### src/rtl/btn_pkg.sv
// btn_pkg: shared types and constants for the button debouncer.
// Holds channel state encoding, default timing and board button indices.
package btn_pkg;

  typedef enum logic [1:0] {
    IDLE,
    PRESS_WAIT,
    HELD,
    RELEASE_WAIT
  } btn_state_e;

  localparam int ST_DEF = 2;
  localparam int RD_DEF = 10;
  localparam int RR_DEF = 4;

  localparam int BTN_UP     = 0;
  localparam int BTN_DOWN   = 1;
  localparam int BTN_LEFT   = 2;
  localparam int BTN_RIGHT  = 3;
  localparam int BTN_CENTER = 4;

endpackage

### src/rtl/btn_debounce_chan.sv
// debounce_chan: one button channel (2-FF sync, tick FSM, auto-repeat).
// In: clk_24M, reset, tick_i, raw_i. Out: level_o, press_o, release_o, repeat_o.
module debounce_chan
  import btn_pkg::*;
#(
  parameter int STABLE_TICKS = ST_DEF,
  parameter int REPEAT_DELAY = RD_DEF,
  parameter int REPEAT_RATE  = RR_DEF
) (
  input  logic clk_24M,
  input  logic reset,
  input  logic tick_i,
  input  logic raw_i,
  output logic level_o,
  output logic press_o,
  output logic release_o,
  output logic repeat_o
);

  localparam int CW = $clog2(STABLE_TICKS + 1);
  localparam int MAXR = (REPEAT_DELAY > REPEAT_RATE) ?
                        REPEAT_DELAY : REPEAT_RATE;
  localparam int HW = $clog2(MAXR + 1);

  logic          sync_q, s_q;
  btn_state_e    state_q, state_d;
  logic [CW-1:0] cnt_q, cnt_d, cnt_inc;
  logic [HW-1:0] hold_q, hold_d, hold_inc, target;
  logic          later_q, later_d;
  logic          level_q, level_d;
  logic          press_q, press_d;
  logic          rel_q, rel_d;
  logic          rpt_q, rpt_d;

  assign cnt_inc  = cnt_q + 1'b1;
  assign hold_inc = hold_q + 1'b1;
  // later_q is set once the first (long) repeat interval has elapsed
  assign target   = later_q ? HW'(REPEAT_RATE) : HW'(REPEAT_DELAY);

  always_comb begin
    state_d = state_q;
    cnt_d   = cnt_q;
    hold_d  = hold_q;
    later_d = later_q;
    press_d = 1'b0;
    rel_d   = 1'b0;
    rpt_d   = 1'b0;
    if (tick_i) begin
      unique case (state_q)
        IDLE: begin
          if (s_q) begin
            if (STABLE_TICKS == 1) begin
              state_d = HELD;
              cnt_d   = '0;
              press_d = 1'b1;
            end else begin
              state_d = PRESS_WAIT;
              cnt_d   = CW'(1);
            end
          end
        end
        PRESS_WAIT: begin
          if (!s_q) begin
            state_d = IDLE;
            cnt_d   = '0;
          end else if (cnt_inc == CW'(STABLE_TICKS)) begin
            state_d = HELD;
            cnt_d   = '0;
            press_d = 1'b1;
          end else begin
            cnt_d = cnt_inc;
          end
        end
        HELD: begin
          if (!s_q) begin
            if (STABLE_TICKS == 1) begin
              state_d = IDLE;
              cnt_d   = '0;
              rel_d   = 1'b1;
            end else begin
              state_d = RELEASE_WAIT;
              cnt_d   = CW'(1);
            end
          end
        end
        RELEASE_WAIT: begin
          if (s_q) begin
            state_d = HELD;
            cnt_d   = '0;
          end else if (cnt_inc == CW'(STABLE_TICKS)) begin
            state_d = IDLE;
            cnt_d   = '0;
            rel_d   = 1'b1;
          end else begin
            cnt_d = cnt_inc;
          end
        end
        default: begin
          state_d = IDLE;
          cnt_d   = '0;
        end
      endcase

      // Repeat never coincides with release: IDLE entry wins.
      if (state_d == IDLE) begin
        hold_d  = '0;
        later_d = 1'b0;
      end else if (state_d == HELD && state_q != HELD) begin
        hold_d = '0;
      end else if (level_q) begin
        if (hold_inc == target) begin
          hold_d  = '0;
          later_d = 1'b1;
          rpt_d   = 1'b1;
        end else begin
          hold_d = hold_inc;
        end
      end
    end
    level_d = (state_d == HELD) || (state_d == RELEASE_WAIT);
  end

  always_ff @(posedge clk_24M) begin
    if (reset) begin
      sync_q  <= 1'b0;
      s_q     <= 1'b0;
      state_q <= IDLE;
      cnt_q   <= '0;
      hold_q  <= '0;
      later_q <= 1'b0;
      level_q <= 1'b0;
      press_q <= 1'b0;
      rel_q   <= 1'b0;
      rpt_q   <= 1'b0;
    end else begin
      sync_q  <= raw_i;
      s_q     <= sync_q;
      state_q <= state_d;
      cnt_q   <= cnt_d;
      hold_q  <= hold_d;
      later_q <= later_d;
      level_q <= level_d;
      press_q <= press_d;
      rel_q   <= rel_d;
      rpt_q   <= rpt_d;
    end
  end

  assign level_o   = level_q;
  assign press_o   = press_q;
  assign release_o = rel_q;
  assign repeat_o  = rpt_q;

endmodule

### src/rtl/btn_debounce.sv
// btn_debounce: N_BTN independent tick-based button debouncers.
// In: clk_24M, reset, tick, btn_raw. Out: btn_level/press/release/repeat.
module btn_debounce
  import btn_pkg::*;
#(
  parameter int N_BTN        = 5,
  parameter int STABLE_TICKS = ST_DEF,
  parameter int REPEAT_DELAY = RD_DEF,
  parameter int REPEAT_RATE  = RR_DEF
) (
  input  logic             clk_24M,
  input  logic             reset,
  input  logic             tick,
  input  logic [N_BTN-1:0] btn_raw,
  output logic [N_BTN-1:0] btn_level,
  output logic [N_BTN-1:0] btn_press,
  output logic [N_BTN-1:0] btn_release,
  output logic [N_BTN-1:0] btn_repeat
);

  for (genvar i = 0; i < N_BTN; i++) begin : g_chan
    debounce_chan #(
      .STABLE_TICKS(STABLE_TICKS),
      .REPEAT_DELAY(REPEAT_DELAY),
      .REPEAT_RATE (REPEAT_RATE)
    ) u_chan (
      .clk_24M  (clk_24M),
      .reset    (reset),
      .tick_i   (tick),
      .raw_i    (btn_raw[i]),
      .level_o  (btn_level[i]),
      .press_o  (btn_press[i]),
      .release_o(btn_release[i]),
      .repeat_o (btn_repeat[i])
    );
  end

endmodule
### config.mk
export PLATFORM = sky130hd
export DESIGN_NAME = btn_debounce
export DESIGN_NICKNAME = d
export VERILOG_FILES = /design/src/rtl/btn_pkg.sv /design/src/rtl/btn_debounce_chan.sv /design/src/rtl/btn_debounce.sv
export SDC_FILE = /design/constraint.sdc
export NUM_CORES = 1
export LEC_CHECK = 0
export ABC_AREA = 1
export BUFFER_PORTS_ARGS = -buffer_cell sky130_fd_sc_hd__buf_2
export CAP_MARGIN = 15
export CORE_ASPECT_RATIO = 1.4
export CORE_MARGIN = 5
export CORE_UTILIZATION = 30
export DETAILED_ROUTE_END_ITERATION = 12
export GPL_TIMING_DRIVEN = 0
export PLACE_DENSITY_LB_ADDON = 0.2
export REMOVE_ABC_BUFFERS = 1
export SLEW_MARGIN = 15
export SYNTH_ARGS = -nofsm -noshare
export SYNTH_HDL_FRONTEND = slang
export SYNTH_HIERARCHICAL = 1
export SYNTH_SLANG_ARGS = --single-unit
### constraint.sdc
create_clock -name clk_24M -period 2.7 [get_ports clk_24M]
set_input_delay 0.135 -clock clk_24M [delete_from_list [all_inputs] [get_ports clk_24M]]
set_output_delay 0.135 -clock clk_24M [all_outputs]
set_load 0.03 [all_outputs]
==> results by group, run 1 <==
Timing
  • Least-Margin Pin Slew: 0.9206 ns
  • Maximum clock rate: 0.7121 GHz
  • Final hold viol count: 0
  • Crit share post-route: 0.5201
  • Setup ws final: 1.296 ns
  • RSZ-0062 raised after global routing: no
  • Clock skew: 0.004566 ns
  • Max-slew violations: 0
  • Minimum clock period: 1.404 ns
  • Relative slew slack: 0.3863
  • Setup violators final: 0
  • TNS Setup: 0 ns

Placed design
  • DP Cell Count: 661
  • Port Buf Inserts: 27
  • HPWL after DPL: 4.965 mm
  • RePlAce Congestion: 0.8006
  • Setup Slack @ Placement: 1.133 ns

Worst setup path
  • RR Startpoint: g_chan[3].u_chan/hold_q[0]$_SDFFE_PP0P_
  • Startpoint Class: register
  • R2r endpoint: g_chan[3].u_chan/hold_q[2]$_SDFFE_PP0P_
  • WS Path Type: register to register
  • Worst endpoint data arrival time: 1.58 ns
  • CP Data Required Time: 2.87 ns
  • Reg2Reg Depth: 6
  • Worst Setup SP: g_chan[3].u_chan/hold_q[0]$_SDFFE_PP0P_
  • End point of the critical path: g_chan[3].u_chan/hold_q[2]$_SDFFE_PP0P_
  • R2r setup slk: 1.30 ns
  • CP endpoint kind: register
  • Max Fanout on Critical Path: 5

Synthesis
  • Post-Synthesis Mean Instance Area: 6.951 um2
  • Largest cells by area after synthesis: dfxtp_1 (41%), nand2_1 (12%), inv_1 (6.5%), nand3_1 (6.5%), nor2_1 (6.0%)
  • #FFs+latches synth: 70
  • Yosys top cell by area: dfxtp_1
  • Seq/Total Area, Yosys: 0.4073
  • Mapped Cells: 495
  • Mapped Area: 3441 um2
  • Synth cell types: 23
  • Yosys top cell area share: 0.4073
  • YS warnings: 6

Clock network
  • Clock sink count: 70
  • Cts bufs inserted: 9
  • Clock Pin Slew Worst Setup and Hold Paths: 0.05 ns
  • Clock latency on the worst-skew pair: 0.33 ns
  • H-Tree Depth: 3
  • CTS tree: done
  • Setup Fix Bufs, Post-CTS: 0
  • Clock Tree Buf Depth: 2
  • Root buf cell: clkbuf_16

Power and ir drop
  • PD cells: 555.2 nW/um2
  • Leak pwr: 0.001709 uW
  • Peak VDD IR: 0.0003101 V

GRT
  • GRT Util Overall: 0.1084
  • Grt ovf: 0
  • Vias in the first global route: 2828
  • First-pass GRT wire length: 11.96 mm
  • Largest net degree at the start of global routing: 46
  • Initial antenna violation count: 0

Routing
  • Met3 WL: 232 um
  • Vias per cell: 4.566
  • DRT antenna net count: 0
  • Via Count: 3100
  • Top sig layer: met4
  • Starting DRT DRC Count: 132
  • Post-route DRC violation count: 0
  • Met1 WL: 3.153 mm
  • Drt first pass iters: 7
  • WL met2: 3.305 mm
  • Routed wire per std cell: 10.09 um
  • Final WL: 6.852 mm

Finish
  • Core Util, Final: 0.3576
  • Layout area overhead: 17.24%
  • Final cell count without fillers: 679
  • N_diodes: 0
  • Final net count: 545
  • Share of post-route cells with drive strength above 1: 0.1850

Die
  • Row cnt: 46
  • Die Y: 136.7 um
  • Die ar.: 13740 um2
  • Core ar.: 11280 um2
  • Starting Density: 0.3050
  • IO Pins: 28
  • Die Wd: 100.5 um

Flow run
  • Max Cap Violations: 0

Status
  • Outcome: finished clean

Min path
  • Hold Crit Class: primary input to register
-- synth_stat cells --
library cell	n
a21oi_2	5
o21ai_1	10
a211oi_1	5
o211a_1	5
o21ai_0	15
nor2_4	5
nor2_2	5
xnor2_1	5
nor4_1	5
nor2_1	55
nand3b_1	5
dfxtp_1	70
nand2_2	20
nand4_1	5
clkbuf_1	5
nand3_2	5
ha_1	5
a21oi_1	25
nand3_1	45
inv_1	60
nand2_1	110
nor3_1	5
inv_2	20
-- critical path, cell delays in order, from the launching register on --
cell and delay, ns:
dfxtp_1 0.34, ha_1 0.33, xnor2_1 0.13, nor2_1 0.14
nand3_2 0.14, nand3_1 0.11, a21oi_1 0.06
-- cell usage in the layout (no fill, tap or decap), types with 9 or more instances in the layout --
cell type / count
nand2_1: 110
dfxtp_1: 70
inv_1: 60
nor2_1: 55
nand3_1: 45
buf_2: 27
a21oi_1: 25
inv_2: 20
nand2_2: 20
o21ai_0: 15
o21ai_1: 10
clkbuf_16: 9
-- layer usage --
metal | vias up | global-route usage
met5 | - | 0
met4 | 0 | 0.05468
met3 | 12 | 0.03315
met2 | 40 | 0.1822
met1 | 1385 | 0.1234
li1 | 1663 | -
-- report_power, final --
group          internal [uW]  switching (uW)  total [uW]
clock                    632             396        1030
sequential              1050            17.8        1070
combinational           48.8            92.7         142
total                   1730             506        2240
-- stage by stage --
stage | hold WS, ns | cell area, um2 | power (uW)
2_1_floorplan | 0.2041 | 3422 | 1186
3_3_place_gp | 0.3371 | 3737 | 1229
3_5_place_dp | 0.3406 | 3737 | 1231
4_1_cts | 0.006180 | 4034 | 2300
5_1_grt | 0.02486 | 4034 | 2352
6_report | 0.01928 | 4034 | 2240
-- kinds of logic after synthesis --
logic type	Yosys count	share of synthesized area
AND/OR/NAND/NOR	265	0.3582
buffers and inverters	85	0.09273
flip-flops	70	0.4073
AO/OA/AOI/OAI	65	0.1109
XOR/XNOR	5	0.01273
adder cells (fa/ha/maj)	5	0.01818
-- how the worst min path moves through the flow --
stage	start	endpoint	cells after the start
global route	btn_raw[2]	g_chan[2].u_chan/sync_q$_SDFF_PP0_	3
CTS	btn_raw[2]	g_chan[2].u_chan/sync_q$_SDFF_PP0_	3
finish	btn_raw[2]	g_chan[2].u_chan/sync_q$_SDFF_PP0_	3
floorplan	reset	g_chan[0].u_chan/cnt_q[0]$_SDFFE_PP0P_	1
detailed placement	btn_raw[1]	g_chan[1].u_chan/sync_q$_SDFF_PP0_	3
global placement	btn_raw[0]	g_chan[0].u_chan/sync_q$_SDFF_PP0_	3
-- final cells by class --
| type | count | area [um2] |
|---|---|---|
| Fill cell | 1256 | 7247 |
| Multi-Input combinational cell | 340 | 1720 |
| Sequential cell | 70 | 1401 |
| Inverter | 80 | 300.3 |
| Clock buffer | 12 | 246.5 |
| Tap cell | 144 | 180.2 |
| Timing Repair Buffer | 31 | 175.2 |
| Clock inverter | 2 | 10.01 |
-- what timing repair did --
action / 4_1_cts / 5_1_grt
gates resized for setup: 0 / 0
endpoints found under the hold margin: 4 / 0
hold buffers: 4 / 0
(Power assumes the default switching activity.)
==> run 2: changes to the inputs <==
==> constraint.sdc (replaced) <==
create_clock -name clk_24M -period 1.4 [get_ports clk_24M]
set_input_delay 0.07 -clock clk_24M [delete_from_list [all_inputs] [get_ports clk_24M]]
set_output_delay 0.07 -clock clk_24M [all_outputs]
set_load 0.03 [all_outputs]
==> run 2 against run 1 <==
Via count grew 0.97%; clock power grew 92%; flip-flop and latch count is the same; highest routed layer unchanged; cell count grew 0.74%; first-iteration DRC count shrank 0.76%; clock-buffer cell count is the same.
==> results by group, run 2 (same netlist as run 1, synthesis figures left out) <==
Worst setup path
  • Max Fanout on Critical Path: 5 (unchanged)
  • Startpoint Class: register
  • R2r setup slk: 0.07 ns (-1.22 ns)
  • CP Data Required Time: 1.57 ns (-1.30 ns)
  • RR Startpoint: g_chan[3].u_chan/hold_q[1]$_SDFFE_PP0P_
  • R2r endpoint: g_chan[3].u_chan/hold_q[2]$_SDFFE_PP0P_
  • Crit-path max cell delay: 0.34 ns (about the same)
  • CP max-delay cell: dfxtp_2
  • Worst endpoint data arrival time: 1.50 ns (-0.08 ns)
  • CP endpoint kind: register
  • Critical path cell sequence: ha_4 -> xnor2_1 -> nor2_1 -> nand3_2 -> nand3_2 -> a21oi_1
  • CP most frequent cell: nand3_2
  • Reg2Reg Depth: 6 (unchanged)
  • WS Path Type: register to register

GRT
  • GRT busiest layer: met2
  • Vias in the first global route: 2822 (-0.21%)
  • Grt ovf: 0 (unchanged)
  • Grt met1 use: 0.1230 (-0.0003139)
  • Largest net degree at the start of global routing: 46 (unchanged)
  • GRT Util Overall: 0.1083 (about the same)
  • GR Util met2: 0.1822 (unchanged)
  • Met3 usage: 0.03315 (unchanged)
  • First-pass GRT wire length: 11.95 mm (-0.12%)
  • Initial antenna violation count: 0 (unchanged)

Min path
  • Hold Crit Endpoint: g_chan[0].u_chan/cnt_q[0]$_SDFFE_PP0P_
  • Hold path start: tick
  • Hold Crit Class: primary input to register
  • Worst hold stages: 3 (unchanged)

Timing
  • Relative slew slack: 0.3936 (+0.007276)
  • Least-Margin Pin Slew: 0.9097 ns (-0.01091 ns)
  • Clock skew: 0.005187 ns (+0.0006214 ns)
  • Max-slew violations: 0 (unchanged)
  • Final hold viol count: 0 (unchanged)
  • Minimum clock period: 1.327 ns (-0.07703 ns)
  • Maximum clock rate: 0.7535 GHz (+5.8%)
  • RSZ-0062 raised after global routing: yes
  • TNS Setup: 0 ns (unchanged)
  • Setup violators final: 0 (unchanged)
  • Crit share post-route: 0.9480 (+0.4279)

Clock network
  • CTS tree: done
  • Cts bufs inserted: 9 (unchanged)
  • Clock sink count: 70 (unchanged)
  • Clock latency on the worst-skew pair: 0.33 ns (about the same)
  • H-Tree Depth: 3 (unchanged)
  • Clock Pin Slew Worst Setup and Hold Paths: 0.05 ns (about the same)
  • Clock Tree Buf Depth: 2 (unchanged)
  • Root buf cell: clkbuf_16

Routing
  • Post-route DRC violation count: 0 (unchanged)
  • DRT antenna net count: 0 (unchanged)
  • Vias per cell: 4.576 (+0.23%)
  • Via Count: 3130 (+0.97%)
  • Drt first pass iters: 5 (-2)
  • Final WL: 7.199 mm (+5.1%)
  • Starting DRT DRC Count: 131 (-0.76%)
  • Routed wire per std cell: 10.52 um (+4.3%)

Finish
  • N_diodes: 0 (unchanged)
  • Share of post-route cells with drive strength above 1: 0.2407 (+0.05569)
  • Most frequent cells in the layout: nand2_1 (110), inv_1 (60), dfxtp_1 (59)
  • Final cell count without fillers: 684 (+0.74%)
  • Commonest non-fill, non-tap cell in the layout: nand2_1
  • Final net count: 550 (+0.92%)
  • Layout area overhead: 22.36%

Die
  • Die Wd: 100.5 um (unchanged)
  • Starting Density: 0.3050 (unchanged)
  • IO Pins: 28 (unchanged)
  • Core ar.: 11280 um2 (unchanged)
  • Row cnt: 46 (unchanged)
  • Die ar.: 13740 um2 (unchanged)
  • Die Y: 136.7 um (unchanged)

Power and ir drop
  • Power Total: 4335 uW (+94%)
  • PD cells: 1030 nW/um2 (+85%)
  • Peak VDD IR: 0.0005939 V (+92%)
  • Leak pwr: 0.001728 uW (+1.1%)

Flow run
  • Max Cap Violations: 0 (unchanged)

Placed design
  • Port Buf Inserts: 27 (unchanged)
  • DP Cell Count: 661 (unchanged)
  • HPWL after DPL: 4.965 mm (unchanged)
  • RePlAce Congestion: 0.8006 (unchanged)

Status
  • Outcome: finished clean
==> run 2: changes by cell type in the layout (fill, tap and decap cells not counted), moves of 3 or more <==
cell     delta
ha_4        +5
buf_4       +4
ha_1        -5
nand3_1     -7
nor2_2      +3
dfxtp_4     +4
nand3_2     +7
dfxtp_2     +7
nor2_1      -3
dfxtp_1    -11
==> run 2: report_power, final <==
| group | leakage (uW) | switching (uW) | internal [uW] |
|---|---|---|---|
| Clock | 0.000128 | 765 | 1220 |
| Combinational | 0.00103 | 184 | 105 |
| Sequential | 0.000574 | 36.6 | 2030 |
| Total | 0.00173 | 986 | 3350 |
==> run 2: metal layers <==
metal,vias up,part of all wire
li1,1670,-
met1,1410,0.45
met2,37,0.50
met3,13,0.030
met4,0,0.024
met5,-,0
==> run 2: timing repair <==
| action | CTS | global route |
|---|---|---|
| resized for setup | 1 | 32 |
| pin swaps | 3 | 12 |
| hold buffers | 5 | 0 |
| setup endpoints to repair | 4 | 25 |
| setup buffers | 0 | 4 |
| endpoints found under the hold margin | 5 | 0 |
==> run 2: cell type report <==
cell class,instances,area (um2)
multi-input cells,340,1833
fillers,1244,7071
repair buffers,36,215.2
inverters,80,300.3
well taps,144,180.2
clock buffers,12,246.5
flip-flops and latches,70,1425
clock inverters,2,10.01
==> run 2: worst max path at each step <==
stage / startpoint / end / slack, ns / cells past startpoint
finish: g_chan[3].u_chan/hold_q[1]$_SDFFE_PP0P_ / g_chan[3].u_chan/hold_q[2]$_SDFFE_PP0P_ / 0.07 / 6
global placement: tick / g_chan[3].u_chan/hold_q[1]$_SDFFE_PP0P_ / -0.1 / 8
global route: g_chan[3].u_chan/hold_q[1]$_SDFFE_PP0P_ / g_chan[3].u_chan/hold_q[2]$_SDFFE_PP0P_ / -0.03 / 6
floorplan: register / g_chan[0].u_chan/hold_q[2]$_SDFFE_PP0P_ / 0.11 / 6
detailed placement: tick / g_chan[1].u_chan/hold_q[3]$_SDFFE_PP0P_ / -0.10 / 8
CTS: g_chan[3].u_chan/hold_q[1]$_SDFFE_PP0P_ / g_chan[3].u_chan/hold_q[2]$_SDFFE_PP0P_ / -0.004 / 6
==> run 2: metrics by stage <==
stage	setup slack [ns]	instance area [um2]	hold slack [ns]	util
6_report	0.07280	4210	0.2779	0.3732
2_1_floorplan	0.1085	3422	0.1391	-
5_1_grt	-0.03329	4210	0.3135	0.3732
3_3_place_gp	-0.09815	3737	0.2721	0.3313
3_5_place_dp	-0.1023	3737	0.2756	0.3313
4_1_cts	-0.003592	4045	0.2679	0.3586
==> run 2: critical path: cells and delay by family (launching register included) <==
kind,cells,cell delay [ns]
xor gates and xnor gates,1,0.12
DFF,1,0.34
and+or+nand+nor,3,0.41
AOI/OAI and AO/OA,1,0.06
adders and majority gates,1,0.25
